[src/rtl/sbox_escalonador_if.sv]
// ============================================================================
// Module  : sbox_escalonador_if
// Purpose : Request/ack/result bundle between the requesters and the S-box scheduler.
// Revision: 1.0
// ============================================================================
`default_nettype none

interface sbox_escalonador_if;
  logic         req_estado;
  logic [127:0] estado_in;
  logic         ack_estado;
  logic [127:0] estado_out;
  logic         done_estado;
  logic         req_chave;
  logic [31:0]  palavra_in;
  logic         ack_chave;
  logic [31:0]  palavra_out;
  logic         done_chave;
  logic         ocupado;

  modport master (
    output req_estado, estado_in, req_chave, palavra_in,
    input  ack_estado, estado_out, done_estado,
    input  ack_chave, palavra_out, done_chave, ocupado
  );

  modport slave (
    input  req_estado, estado_in, req_chave, palavra_in,
    output ack_estado, estado_out, done_estado,
    output ack_chave, palavra_out, done_chave, ocupado
  );
endinterface

`default_nettype wire

[src/rtl/sbox_escalonador.sv]
// ============================================================================
// Module  : sbox_escalonador (with leaf sbox)
// Purpose : Round-robin time-sharing of LANES AES S-boxes between SubBytes and SubWord.
// Revision: 1.0
// ============================================================================
`default_nettype none

module sbox (
  input  wire  [7:0] a_i,
  output logic [7:0] y_o
);
  // Entry 0 sits in the most significant byte.
  localparam logic [2047:0] TBL = {
    128'h637c777bf26b6fc53001672bfed7ab76,
    128'hca82c97dfa5947f0add4a2af9ca472c0,
    128'hb7fd9326363ff7cc34a5e5f171d83115,
    128'h04c723c31896059a071280e2eb27b275,
    128'h09832c1a1b6e5aa0523bd6b329e32f84,
    128'h53d100ed20fcb15b6acbbe394a4c58cf,
    128'hd0efaafb434d338545f9027f503c9fa8,
    128'h51a3408f929d38f5bcb6da2110fff3d2,
    128'hcd0c13ec5f974417c4a77e3d645d1973,
    128'h60814fdc222a908846eeb814de5e0bdb,
    128'he0323a0a4906245cc2d3ac629195e479,
    128'he7c8376d8dd54ea96c56f4ea657aae08,
    128'hba78252e1ca6b4c6e8dd741f4bbd8b8a,
    128'h703eb5664803f60e613557b986c11d9e,
    128'he1f8981169d98e949b1e87e9ce5528df,
    128'h8ca1890dbfe6426841992d0fb054bb16
  };

  assign y_o = TBL[(255 - int'(a_i)) * 8 +: 8];
endmodule

module sbox_escalonador #(
  parameter int LANES = 4
) (
  input wire               clk,
  input wire               rst,
  sbox_escalonador_if.slave bus
);
  localparam int   N_E        = 16 / LANES;
  localparam int   N_P        = 4 / LANES;
  localparam int   CNT_W      = $clog2(N_E);
  localparam logic ULT_ESTADO = 1'b1;

  typedef enum logic [1:0] {
    OCIOSO      = 2'd0,
    SUB_ESTADO  = 2'd1,
    SUB_PALAVRA = 2'd2
  } fsm_t;

  fsm_t             fsm_q, fsm_d;
  logic [CNT_W-1:0] cnt_q, cnt_d;
  logic             ultimo_q, ultimo_d;
  logic [127:0]     work_q, work_d;
  logic [127:0]     res_q, res_d;
  logic [127:0]     est_out_q, est_out_d;
  logic [31:0]      pal_out_q, pal_out_d;
  logic             done_e_q, done_e_d;
  logic             done_c_q, done_c_d;
  logic             w_ack_e, w_ack_c;

  logic [3:0] w_idx    [LANES];
  logic [7:0] w_sb_in  [LANES];
  logic [7:0] w_sb_out [LANES];

  for (genvar j = 0; j < LANES; j++) begin : g_lane
    assign w_idx[j]   = 4'(int'(cnt_q) * LANES + j);
    assign w_sb_in[j] = work_q[{w_idx[j], 3'b000} +: 8];
    sbox u_sbox (.a_i(w_sb_in[j]), .y_o(w_sb_out[j]));
  end

  always_comb begin
    fsm_d     = fsm_q;
    cnt_d     = cnt_q;
    ultimo_d  = ultimo_q;
    work_d    = work_q;
    res_d     = res_q;
    est_out_d = est_out_q;
    pal_out_d = pal_out_q;
    done_e_d  = 1'b0;
    done_c_d  = 1'b0;
    w_ack_e   = 1'b0;
    w_ack_c   = 1'b0;

    if (fsm_q != OCIOSO) begin
      for (int j = 0; j < LANES; j++) begin
        res_d[{w_idx[j], 3'b000} +: 8] = w_sb_out[j];
      end
    end

    case (fsm_q)
      OCIOSO: begin
        // On a tie the requester that was not served last wins.
        if (bus.req_estado && (!bus.req_chave || (ultimo_q != ULT_ESTADO))) begin
          w_ack_e  = 1'b1;
          work_d   = bus.estado_in;
          ultimo_d = ULT_ESTADO;
          cnt_d    = '0;
          fsm_d    = SUB_ESTADO;
        end else if (bus.req_chave) begin
          w_ack_c  = 1'b1;
          work_d   = {96'd0, bus.palavra_in};
          ultimo_d = ~ULT_ESTADO;
          cnt_d    = '0;
          fsm_d    = SUB_PALAVRA;
        end
      end
      SUB_ESTADO: begin
        if (cnt_q == CNT_W'(N_E - 1)) begin
          est_out_d = res_d;
          done_e_d  = 1'b1;
          fsm_d     = OCIOSO;
        end else begin
          cnt_d = cnt_q + 1'b1;
        end
      end
      SUB_PALAVRA: begin
        if (cnt_q == CNT_W'(N_P - 1)) begin
          pal_out_d = res_d[31:0];
          done_c_d  = 1'b1;
          fsm_d     = OCIOSO;
        end else begin
          cnt_d = cnt_q + 1'b1;
        end
      end
      default: fsm_d = OCIOSO;
    endcase
  end

  always_ff @(posedge clk or posedge rst) begin
    if (rst) begin
      fsm_q     <= OCIOSO;
      cnt_q     <= '0;
      ultimo_q  <= ULT_ESTADO;
      work_q    <= '0;
      res_q     <= '0;
      est_out_q <= '0;
      pal_out_q <= '0;
      done_e_q  <= 1'b0;
      done_c_q  <= 1'b0;
    end else begin
      fsm_q     <= fsm_d;
      cnt_q     <= cnt_d;
      ultimo_q  <= ultimo_d;
      work_q    <= work_d;
      res_q     <= res_d;
      est_out_q <= est_out_d;
      pal_out_q <= pal_out_d;
      done_e_q  <= done_e_d;
      done_c_q  <= done_c_d;
    end
  end

  // Acks are combinational, so they must be masked while reset is held.
  assign bus.ack_estado  = w_ack_e & ~rst;
  assign bus.ack_chave   = w_ack_c & ~rst;
  assign bus.estado_out  = est_out_q;
  assign bus.palavra_out = pal_out_q;
  assign bus.done_estado = done_e_q;
  assign bus.done_chave  = done_c_q;
  assign bus.ocupado     = (fsm_q != OCIOSO);
endmodule

`default_nettype wire
[src/flat_wrapper.sv]
// flat-port wrapper written by rule: the top's interface ports become plain ports
module sbox_escalonador_flat 
#(
  parameter int LANES = 4
)
  (clk, rst, bus_req_estado, bus_estado_in, bus_req_chave, bus_palavra_in, bus_ack_estado, bus_estado_out, bus_done_estado, bus_ack_chave, bus_palavra_out, bus_done_chave, bus_ocupado);
  sbox_escalonador_if bus_i ();
  input wire clk;
  input wire rst;
  input wire logic [$bits(bus_i.req_estado)-1:0] bus_req_estado;
  input wire logic [$bits(bus_i.estado_in)-1:0] bus_estado_in;
  input wire logic [$bits(bus_i.req_chave)-1:0] bus_req_chave;
  input wire logic [$bits(bus_i.palavra_in)-1:0] bus_palavra_in;
  output wire logic [$bits(bus_i.ack_estado)-1:0] bus_ack_estado;
  output wire logic [$bits(bus_i.estado_out)-1:0] bus_estado_out;
  output wire logic [$bits(bus_i.done_estado)-1:0] bus_done_estado;
  output wire logic [$bits(bus_i.ack_chave)-1:0] bus_ack_chave;
  output wire logic [$bits(bus_i.palavra_out)-1:0] bus_palavra_out;
  output wire logic [$bits(bus_i.done_chave)-1:0] bus_done_chave;
  output wire logic [$bits(bus_i.ocupado)-1:0] bus_ocupado;
  assign bus_i.req_estado = bus_req_estado;
  assign bus_i.estado_in = bus_estado_in;
  assign bus_i.req_chave = bus_req_chave;
  assign bus_i.palavra_in = bus_palavra_in;
  assign bus_ack_estado = bus_i.ack_estado;
  assign bus_estado_out = bus_i.estado_out;
  assign bus_done_estado = bus_i.done_estado;
  assign bus_ack_chave = bus_i.ack_chave;
  assign bus_palavra_out = bus_i.palavra_out;
  assign bus_done_chave = bus_i.done_chave;
  assign bus_ocupado = bus_i.ocupado;
  sbox_escalonador #(.LANES(LANES)) u_core (.clk(clk), .rst(rst), .bus(bus_i));
endmodule
[config.mk]
export PLATFORM = sky130hd
export DESIGN_NAME = sbox_escalonador_flat
export DESIGN_NICKNAME = d
export VERILOG_FILES = /design/src/rtl/sbox_escalonador_if.sv /design/src/rtl/sbox_escalonador.sv /design/src/flat_wrapper.sv
export SDC_FILE = /design/constraint.sdc
export NUM_CORES = 2
export LEC_CHECK = 0
export BUFFER_PORTS_ARGS = -buffer_cell sky130_fd_sc_hd__buf_2
export CORE_MARGIN = 4
export CORE_UTILIZATION = 40
export DETAILED_ROUTE_END_ITERATION = 6
export PLACE_DENSITY_LB_ADDON = 0.3
export SYNTH_ARGS = -nofsm -noshare
export SYNTH_HDL_FRONTEND = slang
export SYNTH_HIERARCHICAL = 1
export SYNTH_SLANG_ARGS = --single-unit
[constraint.sdc]
create_clock -name clk -period 17.62 [get_ports clk]
set_input_delay 0.881 -clock clk [delete_from_list [all_inputs] [get_ports clk]]
set_output_delay 0.881 -clock clk [all_outputs]
set_load 0.02 [all_outputs]
==> results.md <==
- Status: complete, no violations
- Fillers: 7,441
- Unrepaired setup endpoints after global routing: false
- Crit. End Element: flop
- Startpoint types: flop
- # clock sinks: 423
- Final worst path period share: 0.325
- Seq/Total Area, Yosys: 0.346
- Slew Limit Fails: 0
- Die Span Y: 285 um
- Global-route wire length before repair: 184,000 um
- Netlist Area Pre-Place: just over 0.03 mm^2
- Register Area: 0.0106 mm^2
- Largest family of logic cells by synthesized area: compound AO/OA/AOI/OAI gates
- Hold Crit Class: input port to asynchronous set/reset pin
- Ys flop type: dfrtp_1
- Clock Skews: 0.0520 ns
- Gpl congestion: 1.07
- Largest net degree at the start of global routing: 108
- Hold Slack: 0.360 ns
- Layout cells sized above 1: 0.200
- TNS Setup: 0 ns
- Core Area: approximately 0.076 mm^2
- Syn avg cell area: approximately 8.9 um^2
- Multiplexer share of the synthesized area: 0.0815
- WL per Instance: 27.3 um
- PostCTS Resize Cnt: 0
- Least-Margin Pin Slew: ~1.2 ns
- DIE AREA: approximately 0.081 mm^2
- Post-CTS Hold Buffers: 0
- Initial DRC Count: 4,919
- Synth Area in XOR/XNOR: 0.00200
- Worst-path clk slew: 0.06 ns
- Nets@finish: 3,722
- Fmax: 174 MHz
- Postcts setup bufs: 0
- Rows: 101
- Compound-Gate Fraction of Synth Area: 0.303
- Tmin final: 5.73 ns
- Synth Warn #: 6
- Setup violations, final: 0
- Max Fanout on Critical Path: 35
- H-tree depth: 2
- Vias: 30,100
- Multi-input logic area: roughly 0.018 mm^2
- Num CTS Buffers: 49
- Post-Syn Instances: 3,429
- Flops & latches, synth: between 400 and 500
- Post-Route WL: between 100,000 and 150,000 um
- Non-Filler Instances: 4,505
- CTS tree: done
- Required @ worst endpoint: 18.14 ns
- DRT Pass-1 Iters: 7
- DRC violations left: 0
- Adder-cell area share of the yosys netlist: 0.0282
- Initial antenna violation count: 6
- Total gr overflow: 0
- Final Hold Fails: 0
- P&R area growth vs syn: 9.36%
- Detail Route Antenna Nets: 0
- Area fraction in and, or, nand and nor cells after synthesis: 0.157
- Crit path DAT: 6.25 ns
- Vias in the first global route: ~28,000
- EDFF count, synth: 0
- Clock Tree Root: clkbuf_16
- Async S/R FF share, synth: 1.00
- Io pins: 329
- Global-route usage over all layers: 0.290
- Initial core utilization: 0.403
- Via density: 6.69
- Syn nets: between 3,000 and 4,000
- Max clock buf depth: 3
- Clock latency on the worst-skew pair: 0.62 ns
- CP Class: flop to flop
- Max Cap Viol: 0
- Dpl hpwl: 84,100 um
- Placed Cells: 4,416
- Max-slew headroom: 0.216
- Cell variety after synth: around 100
- Die Wd: 285 um
- PortBufs: roughly 330
[per-stage QoR]
stage,setup slack [ns],area [um^2],utilization
2_1_floorplan,4.95,30600,-
3_3_place_gp,12.20,31800,0.420
3_5_place_dp,12.03,31800,0.420
4_1_cts,12.02,33400,0.441
5_1_grt,11.55,33400,0.441
6_report,11.89,33500,0.441
[path summary, 6_finish.rpt]
check | start | depth (start not counted) | end | slack, ns
max | u_core/cnt_q[1] | 13 | u_core/bus.palavra_out[6] | 11.89
min | rst | 2 | u_core/work_q[5] | 0.36
max reg2reg | u_core/cnt_q[1] | 13 | u_core/bus.palavra_out[6] | 11.89
min reg2reg | u_core/res_q[35] | 2 | u_core/res_q[35] | 0.47
max in group asynchronous | rst | 4 | u_core/res_q[6] | 14.93
min in group clk | u_core/res_q[35] | 2 | u_core/res_q[35] | 0.47
[layer usage]
layer	vias to the layer above	global-route usage	routed length [um]
met3	466	0.0799	14900
li1	13000	-	-
met2	2253	0.422	51300
met1	14400	0.401	49900
met5	-	0	55
met4	8	0.130	6770
[sequential cells by signal, indices dropped and copies added (netlist names)]
| signal | flops |
|---|---|
| u_core/ultimo_q | 1 |
| u_core/bus.estado_out | 128 |
| u_core/bus.done_chave | 1 |
| u_core/cnt_q | 2 |
| u_core/res_q | 128 |
| u_core/bus.done_estado | 1 |
| u_core/fsm_q | 2 |
| u_core/work_q | 128 |
| u_core/bus.palavra_out | 32 |
[worst max-delay path: stages, from the launching register on]
cell and delay [ns]:
dfrtp_2 0.42, buf_4 0.52, mux4_2 0.58, buf_4 0.27, inv_1 0.35, ha_1 0.57
nor2b_1 0.83, nor2_1 0.16, a211o_1 0.33, a21oi_1 0.13, a2111oi_0 0.09, nor4_1 0.84
a32oi_1 0.29, a21oi_1 0.22
[placed cells by master (no fill, tap or decap), drive strengths merged, types with 16 or more instances in the layout]
master	synthesis	layout
clkbuf	102	65
a32oi	42	42
mux2	86	86
o22ai	42	42
nand3	73	73
a211o	17	17
inv	110	116
a311oi	47	47
o21ai	253	253
and2	37	37
nand2b	92	92
mux4	49	49
a31oi	62	62
or2	25	25
a21o	16	16
mux2i	41	41
a221oi	28	28
nand2	205	205
dfrtp	422	422
a211oi	54	54
o211ai	49	49
a21oi	293	293
nor3	58	58
o311ai	32	32
o31ai	28	28
nor2b	73	73
nor2	283	283
a22o	168	168
ha	69	69
a22oi	46	46
buf	271	382
[kinds of logic (layout without fill, tap and decap cells)]
| family | after synthesis | count (layout) |
|---|---|---|
| other | 0 | 2 |
| and+or+nand+nor | 937 | 937 |
| AOI/OAI and AO/OA | 1333 | 1333 |
| xor gates and xnor gates | 7 | 7 |
| adders and majority gates | 69 | 69 |
| muxes | 176 | 176 |
| buffers and inverters | 484 | 580 |
| DFF | 423 | 423 |
[layout make-up]
type,count,area share
clock buffer,65,0.0402
clock inverter,22,0.00804
tap,978,0.0366
timing repair buffer,382,0.0612
multi-input combinational,2522,0.525
inverter,111,0.0127
antenna,2,0.000150
sequential,423,0.317
[cells in the mapped netlist (48+ instances only)]
library cell  instances  area (um^2)
nand2_1             192          721
o21ai_0             222         1110
a21oi_1             291         1460
mux2_2               83          935
nand2b_1             85          532
nor3_1               58          290
nor2b_1              67          419
inv_1               105          394
mux4_2               49         1100
a22o_1              168         1470
a31oi_1              62          388
nor2_1              277         1040
dfrtp_1             422        10600
buf_2               180          901
a211oi_1             53          398
nand3_1              72          360
o211ai_1             48          360
ha_1                 69          863
clkbuf_1             98          368
Power is left out: the tool's default activity adds up to more than one toggle a clock period on the data nets, which glitch-free logic cannot reach.
